`src/rtl/image_writeback.sv`:
```
// Writes one WIDTH x HEIGHT frame of filtered pixels into the shared image RAM
// in raster order, buffering through a small FIFO while the arbiter withholds the port.
module image_writeback #(
   parameter int WIDTH      = 100,
   parameter int HEIGHT     = 100,
   parameter int DATA_W     = 8,
   parameter int ADDR_W     = 14,
   parameter int BASE_ADDR  = 0,
   parameter int FIFO_DEPTH = 4
) (
   input  logic              clk,
   input  logic              rst,
   input  logic              start,
   input  logic [DATA_W-1:0] pix_in,
   input  logic              pix_valid,
   output logic              pix_ready,
   input  logic              mem_grant,
   output logic [ADDR_W-1:0] address,
   output logic [DATA_W-1:0] data,
   output logic              wren,
   output logic [6:0]        x,
   output logic [6:0]        y,
   output logic              busy,
   output logic              done,
   output logic              drop_err
);

   localparam int TOTAL = WIDTH * HEIGHT;
   localparam int CNT_W = $clog2(TOTAL + 1);
   localparam int PTR_W = $clog2(FIFO_DEPTH);

   if (BASE_ADDR + TOTAL - 1 >= (1 << ADDR_W)) begin : g_addr_range
      $error("image_writeback: BASE_ADDR + WIDTH*HEIGHT - 1 does not fit in ADDR_W bits");
   end
   if (FIFO_DEPTH < 2 || (FIFO_DEPTH & (FIFO_DEPTH - 1)) != 0) begin : g_fifo_depth
      $error("image_writeback: FIFO_DEPTH must be a power of two and at least 2");
   end
   if (WIDTH > 128 || HEIGHT > 127) begin : g_raster_range
      $error("image_writeback: x/y are 7 bits; WIDTH <= 128 and HEIGHT <= 127");
   end

   typedef enum logic [1:0] {IDLE = 2'd0, RUN = 2'd1, DONE = 2'd2} state_t;

   state_t            state;
   logic [DATA_W-1:0] fifo_mem [FIFO_DEPTH];
   logic [PTR_W-1:0]  wr_ptr;
   logic [PTR_W-1:0]  rd_ptr;
   logic [PTR_W:0]    fill;
   logic [CNT_W-1:0]  accept_cnt;
   logic [CNT_W-1:0]  write_cnt;
   logic              fifo_full;
   logic              fifo_empty;
   logic              push;
   logic              pop;

   // Handshake: a pixel transfers on every rising edge where pix_valid and
   // pix_ready are both high; pix_ready never depends on pix_valid.
   assign fifo_full  = (fill == (PTR_W + 1)'(FIFO_DEPTH));
   assign fifo_empty = (fill == '0);
   assign pix_ready  = (state == RUN) && !fifo_full && (accept_cnt < CNT_W'(TOTAL));
   assign push       = pix_valid && pix_ready;
   assign pop        = (state == RUN) && !fifo_empty && mem_grant;
   assign busy       = (state != IDLE);
   assign done       = (state == DONE);

   always_ff @(posedge clk) begin
      if (push) fifo_mem[wr_ptr] <= pix_in;
   end

   always_ff @(posedge clk or posedge rst) begin
      if (rst) begin
         state      <= IDLE;
         wr_ptr     <= '0;
         rd_ptr     <= '0;
         fill       <= '0;
         accept_cnt <= '0;
         write_cnt  <= '0;
         address    <= '0;
         data       <= '0;
         wren       <= 1'b0;
         x          <= '0;
         y          <= '0;
         drop_err   <= 1'b0;
      end else begin
         wren <= 1'b0;
         if (pix_valid && state != RUN) drop_err <= 1'b1;
         case (state)
            IDLE: begin
               if (start) begin
                  state      <= RUN;
                  wr_ptr     <= '0;
                  rd_ptr     <= '0;
                  fill       <= '0;
                  accept_cnt <= '0;
                  write_cnt  <= '0;
                  x          <= '0;
                  y          <= '0;
                  drop_err   <= 1'b0;
               end
            end
            RUN: begin
               if (push) begin
                  wr_ptr     <= wr_ptr + 1'b1;
                  accept_cnt <= accept_cnt + 1'b1;
               end
               if (pop) begin
                  rd_ptr    <= rd_ptr + 1'b1;
                  wren      <= 1'b1;
                  data      <= fifo_mem[rd_ptr];
                  address   <= ADDR_W'(BASE_ADDR) + ADDR_W'(write_cnt);
                  write_cnt <= write_cnt + 1'b1;
                  if (x == 7'(WIDTH - 1)) begin
                     x <= '0;
                     y <= y + 1'b1;
                  end else begin
                     x <= x + 1'b1;
                  end
               end
               if (push && !pop) fill <= fill + 1'b1;
               else if (!push && pop) fill <= fill - 1'b1;
               // write_cnt reaches TOTAL in the cycle the last wren is visible.
               if (write_cnt == CNT_W'(TOTAL)) state <= DONE;
            end
            DONE:    state <= IDLE;
            default: state <= IDLE;
         endcase
      end
   end

endmodule

```
`config.mk`:
```
export PLATFORM = sky130hd
export DESIGN_NAME = image_writeback
export DESIGN_NICKNAME = d
export VERILOG_FILES = /design/src/rtl/image_writeback.sv
export SDC_FILE = /design/constraint.sdc
export NUM_CORES = 1
export LEC_CHECK = 0
export CORE_ASPECT_RATIO = 1.75
export CORE_MARGIN = 3
export CORE_UTILIZATION = 35
export DETAILED_ROUTE_END_ITERATION = 8
export REMOVE_ABC_BUFFERS = 1
export SLEW_MARGIN = 15
export SYNTH_ARGS = -nofsm -noshare
export SYNTH_HDL_FRONTEND = slang
export SYNTH_SLANG_ARGS = --single-unit
export TNS_END_PERCENT = 10
```
`constraint.sdc`:
```
create_clock -name clk -period 2.5 [get_ports clk]
set_input_delay 0.5 -clock clk [delete_from_list [all_inputs] [get_ports clk]]
set_output_delay 0.5 -clock clk [all_outputs]
set_load 0.05 [all_outputs]
```
==> results.py <==
metrics = {
    "final_layout": {
        "drive_gt1_frac": 0.137,
        "stdcell_count": 698,
        "area_delta_synth_final_pct": 26.9,
        "design_area_um2": 6180,
        "diodes": 0,
        "fill_cells": 1241,
        "nets": 542,
    },
    "critical_path": {
        "end_kind": "output pin",
        "critPathRequiredTime_ps": 2000,
        "reg2reg_from": "accept_cnt[9]",
        "arrival_ps": 1910,
        "r2r_cells": 8,
        "path_max_fanout": 11,
        "reg2reg_to": "fill[2]",
        "crit_path_start_kind": "flop",
        "crit_end": "busy",
        "reg2reg_slack_ps": 170,
        "path_class": "flop to output pin",
        "critPathLaunch": "state[0]",
    },
    "logic_synthesis": {
        "ys_ff_latch": 107,
        "yosys_warnings": 0,
        "synth_area_per_cell_um2": 11.0,
        "synth_top_flop_cell": "dfrtp_1",
        "synthDistinctLibCells": 57,
        "ys_async_sr_fraction": 0.701,
        "synth_cells": 442,
        "synth_edf_count": 32,
        "yosysSeqAreaShare": 0.582,
        "netlist_area_um2": 4870,
    },
    "detailed_routing": {
        "wirelength_mm": 10.9,
        "vias": 3565,
        "wl_per_cell_um": 15.6,
        "drcViolationCount": 0,
        "drt_iter0_markers": 160,
        "ant_nets": 0,
        "drt_first_pass_iters": 4,
        "avgViaCountPerCell": 5.11,
    },
    "timing": {
        "slew_viol_final": 0,
        "setup_violations": 0,
        "max_freq_ghz": 0.414,
        "slew_headroom": 0.559,
        "post-route-worst-setup-slack_ps": 86.7,
        "clock_skew_ps": 15.8,
        "fin_crit_sh": 0.965,
        "hold-worst-slack_ps": 453,
        "fin_crit_ps": 2410,
        "setup_tns_ps": 0,
        "rsz0062_at_grt": "false",
        "hold_viol": 0,
        "worst-slew-pin-transition_ps": 658,
    },
    "floorplanning": {
        "io_pins": 54,
        "fp.dieW_um": 95.2,
        "coreArea_um2": 13500,
        "start_util": 0.360,
        "dieArea_um2": 15400,
        "rows": 56,
        "die_h_um": 162,
    },
    "global_routing": {
        "grt.busiest_layer": "met2",
        "grt_max_degree": 33,
        "grt_usage": 0.152,
        "gr-usage-met3": 0.0199,
        "grt_pass1_vias": 3683,
        "grt_pass1_wl_mm": 18.3,
        "overflow": 0,
        "grt_util_met2": 0.276,
        "met1_usage": 0.173,
        "antenna_found_initial": 0,
    },
    "power_and_ir_drop": {
        "p_per_area_nw_per_um2": 1020,
        "p_leak_nw": 2.65,
        "seqPwrFrac": 0.409,
        "share_comb_of_total_power": 0.364,
        "switching_power_mw": 2.44,
        "internal_power_mw": 3.89,
        "peakVddDrop_mv": 0.477,
        "switching_share": 0.385,
        "p_clk_frac": 0.227,
    },
    "clocking": {
        "cts_hold_buf": 0,
        "cts.sinks": 107,
        "clk_pin_slew_ps": 80,
        "insertion_delay_ps": 350,
        "cts_buffer_depth": 2,
        "clock-root-buffer": "clkbuf_16",
        "cts_tree": "built",
        "htree_levels": 3,
        "cts_buffers": 9,
    },
    "place": {
        "dp_hpwl_mm": 7.80,
        "dpl-instance-area_um2": 5810,
        "place_ws_ps": -219,
        "gp_congestion": 0.876,
        "place_inst": 678,
        "portBuffers": 53,
    },
    "run_status": {
        "status": "completed",
    },
    "flow_run": {
        "drv_cap": 0,
    },
    "hold_path": {
        "hp-class": "input pin to asynchronous set/reset pin",
    },
}
## power by group through the flow
stage,sequential (mW),combinational [mW],clock (mW)
after floorplan,3.07,0.903,0
after global placement,2.61,2.24,0
after detailed placement,2.63,2.28,0
after CTS,2.60,2.31,1.47
after global routing,2.65,2.52,1.54
final,2.59,2.30,1.43
## Yosys cell counts, drive strengths merged, types with 2 or more instances
cell,count,share of area
o211ai,2,0.0031
clkbuf,10,0.0085
nor4b,2,0.0036
buf,11,0.014
or2,2,0.0026
ha,9,0.023
and3,9,0.012
nor3b,3,0.0056
nand4b,4,0.0072
or4,4,0.0064
xor2,12,0.022
dfrtp,75,0.39
o31ai,3,0.0046
nand3,13,0.013
a31oi,3,0.0039
nor2b,2,0.0026
nand2,96,0.074
and2,8,0.011
o2bb2ai,2,0.0036
o21ai,19,0.020
o2111ai,2,0.0036
o311ai,4,0.0072
inv,10,0.0077
xnor2,10,0.018
a41o,3,0.0062
and4,2,0.0041
mux2i,2,0.0041
a21oi,6,0.0062
mux4,8,0.037
edfxtp,32,0.20
nand4,11,0.014
nor3,5,0.0051
nor4,4,0.0051
nand2b,5,0.0064
nor2,36,0.028
## logic make-up after synthesis
group | share of synthesized area
multiplexers | 0.0434
buffers and inverters | 0.0298
AO/OA/AOI/OAI | 0.0683
adder cells (fa/ha/maj) | 0.0272
flip-flops | 0.582
XOR/XNOR | 0.0395
AND/OR/NAND/NOR | 0.209
## worst min path at each step
| stage | slack [ps] | cells after the start | to | start |
|---|---|---|---|---|
| after floorplan | 470 | 2 | address[13] | write_cnt[13] |
| after global placement | 460 | 2 | data[0] | data[0] |
| after detailed placement | 460 | 2 | address[12] | address[12] |
| after CTS | 450 | 2 | wren | rst |
| after global routing | 480 | 2 | write_cnt[11] | rst |
| final | 450 | 2 | wren | rst |
## area by class of cell
cell class | instances | area, µm² | share of cell area
sequential | 107 | 2840 | 0.459
timing repair buffer | 87 | 850 | 0.137
tap | 174 | 218 | 0.0352
clock inverter | 7 | 81.3 | 0.0132
clock buffer | 9 | 225 | 0.0364
inverter | 10 | 37.5 | 0.00607
multi-input combinational | 304 | 1930 | 0.313
## flip-flops by register name, summed over array words and instances, names as in the netlist
signal	cells
data	8
accept_cnt	14
address	14
wr_ptr	2
drop_err	1
rd_ptr	2
write_cnt	14
state	2
fifo_mem	32
fill	3
x	7
y	7
wren	1
## layout by cell type, fill, tap and decap left out, types with 2 or more instances in the layout
cell type / n
nor3b_4: 2
nor2_1: 36
a31oi_1: 3
mux4_2: 8
o2bb2ai_1: 2
nor4_1: 4
mux2i_1: 2
clkinv_8: 2
or4_1: 3
inv_6: 3
o31ai_1: 3
and2_1: 7
nor4b_1: 2
o21ai_0: 18
nor2b_1: 2
xnor2_1: 10
and3_1: 8
inv_1: 9
nand3_1: 13
ha_1: 9
buf_12: 5
inv_8: 2
xor2_1: 12
nand4_1: 11
a21oi_1: 6
nand2_1: 96
clkbuf_16: 9
nand2b_1: 5
nand4b_1: 4
nor3_1: 4
edfxtp_1: 32
o311ai_0: 3
dfrtp_1: 75
a41o_1: 3
buf_4: 29
clkdlybuf4s50_1: 52
o211ai_1: 2
## repair_timing
item,CTS,global route
endpoints found under the setup margin,2,2
setup buffers,3,2
pin swaps,2,2
gates resized for setup,5,4
## stage by stage
| step | util | power, mW |
|---|---|---|
| 3_3_place_gp | 0.429 | 4.84 |
| 5_1_grt | 0.457 | 6.72 |
| 2_1_floorplan | - | 3.97 |
| 6_report | 0.457 | 6.32 |
| 4_1_cts | 0.455 | 6.38 |
| 3_5_place_dp | 0.429 | 4.91 |
## per-layer routing
layer	share of wire	wire length, µm
met2	0.56	6120
met4	0.024	265
met5	0	0
met1	0.38	4140
met3	0.031	332
## critical path: stages (launching register included)
cell and delay [ps]:
dfrtp_1 380, buf_4 190, or2_2 290, clkdlybuf4s50_1 710
(Power assumes the default switching activity.)
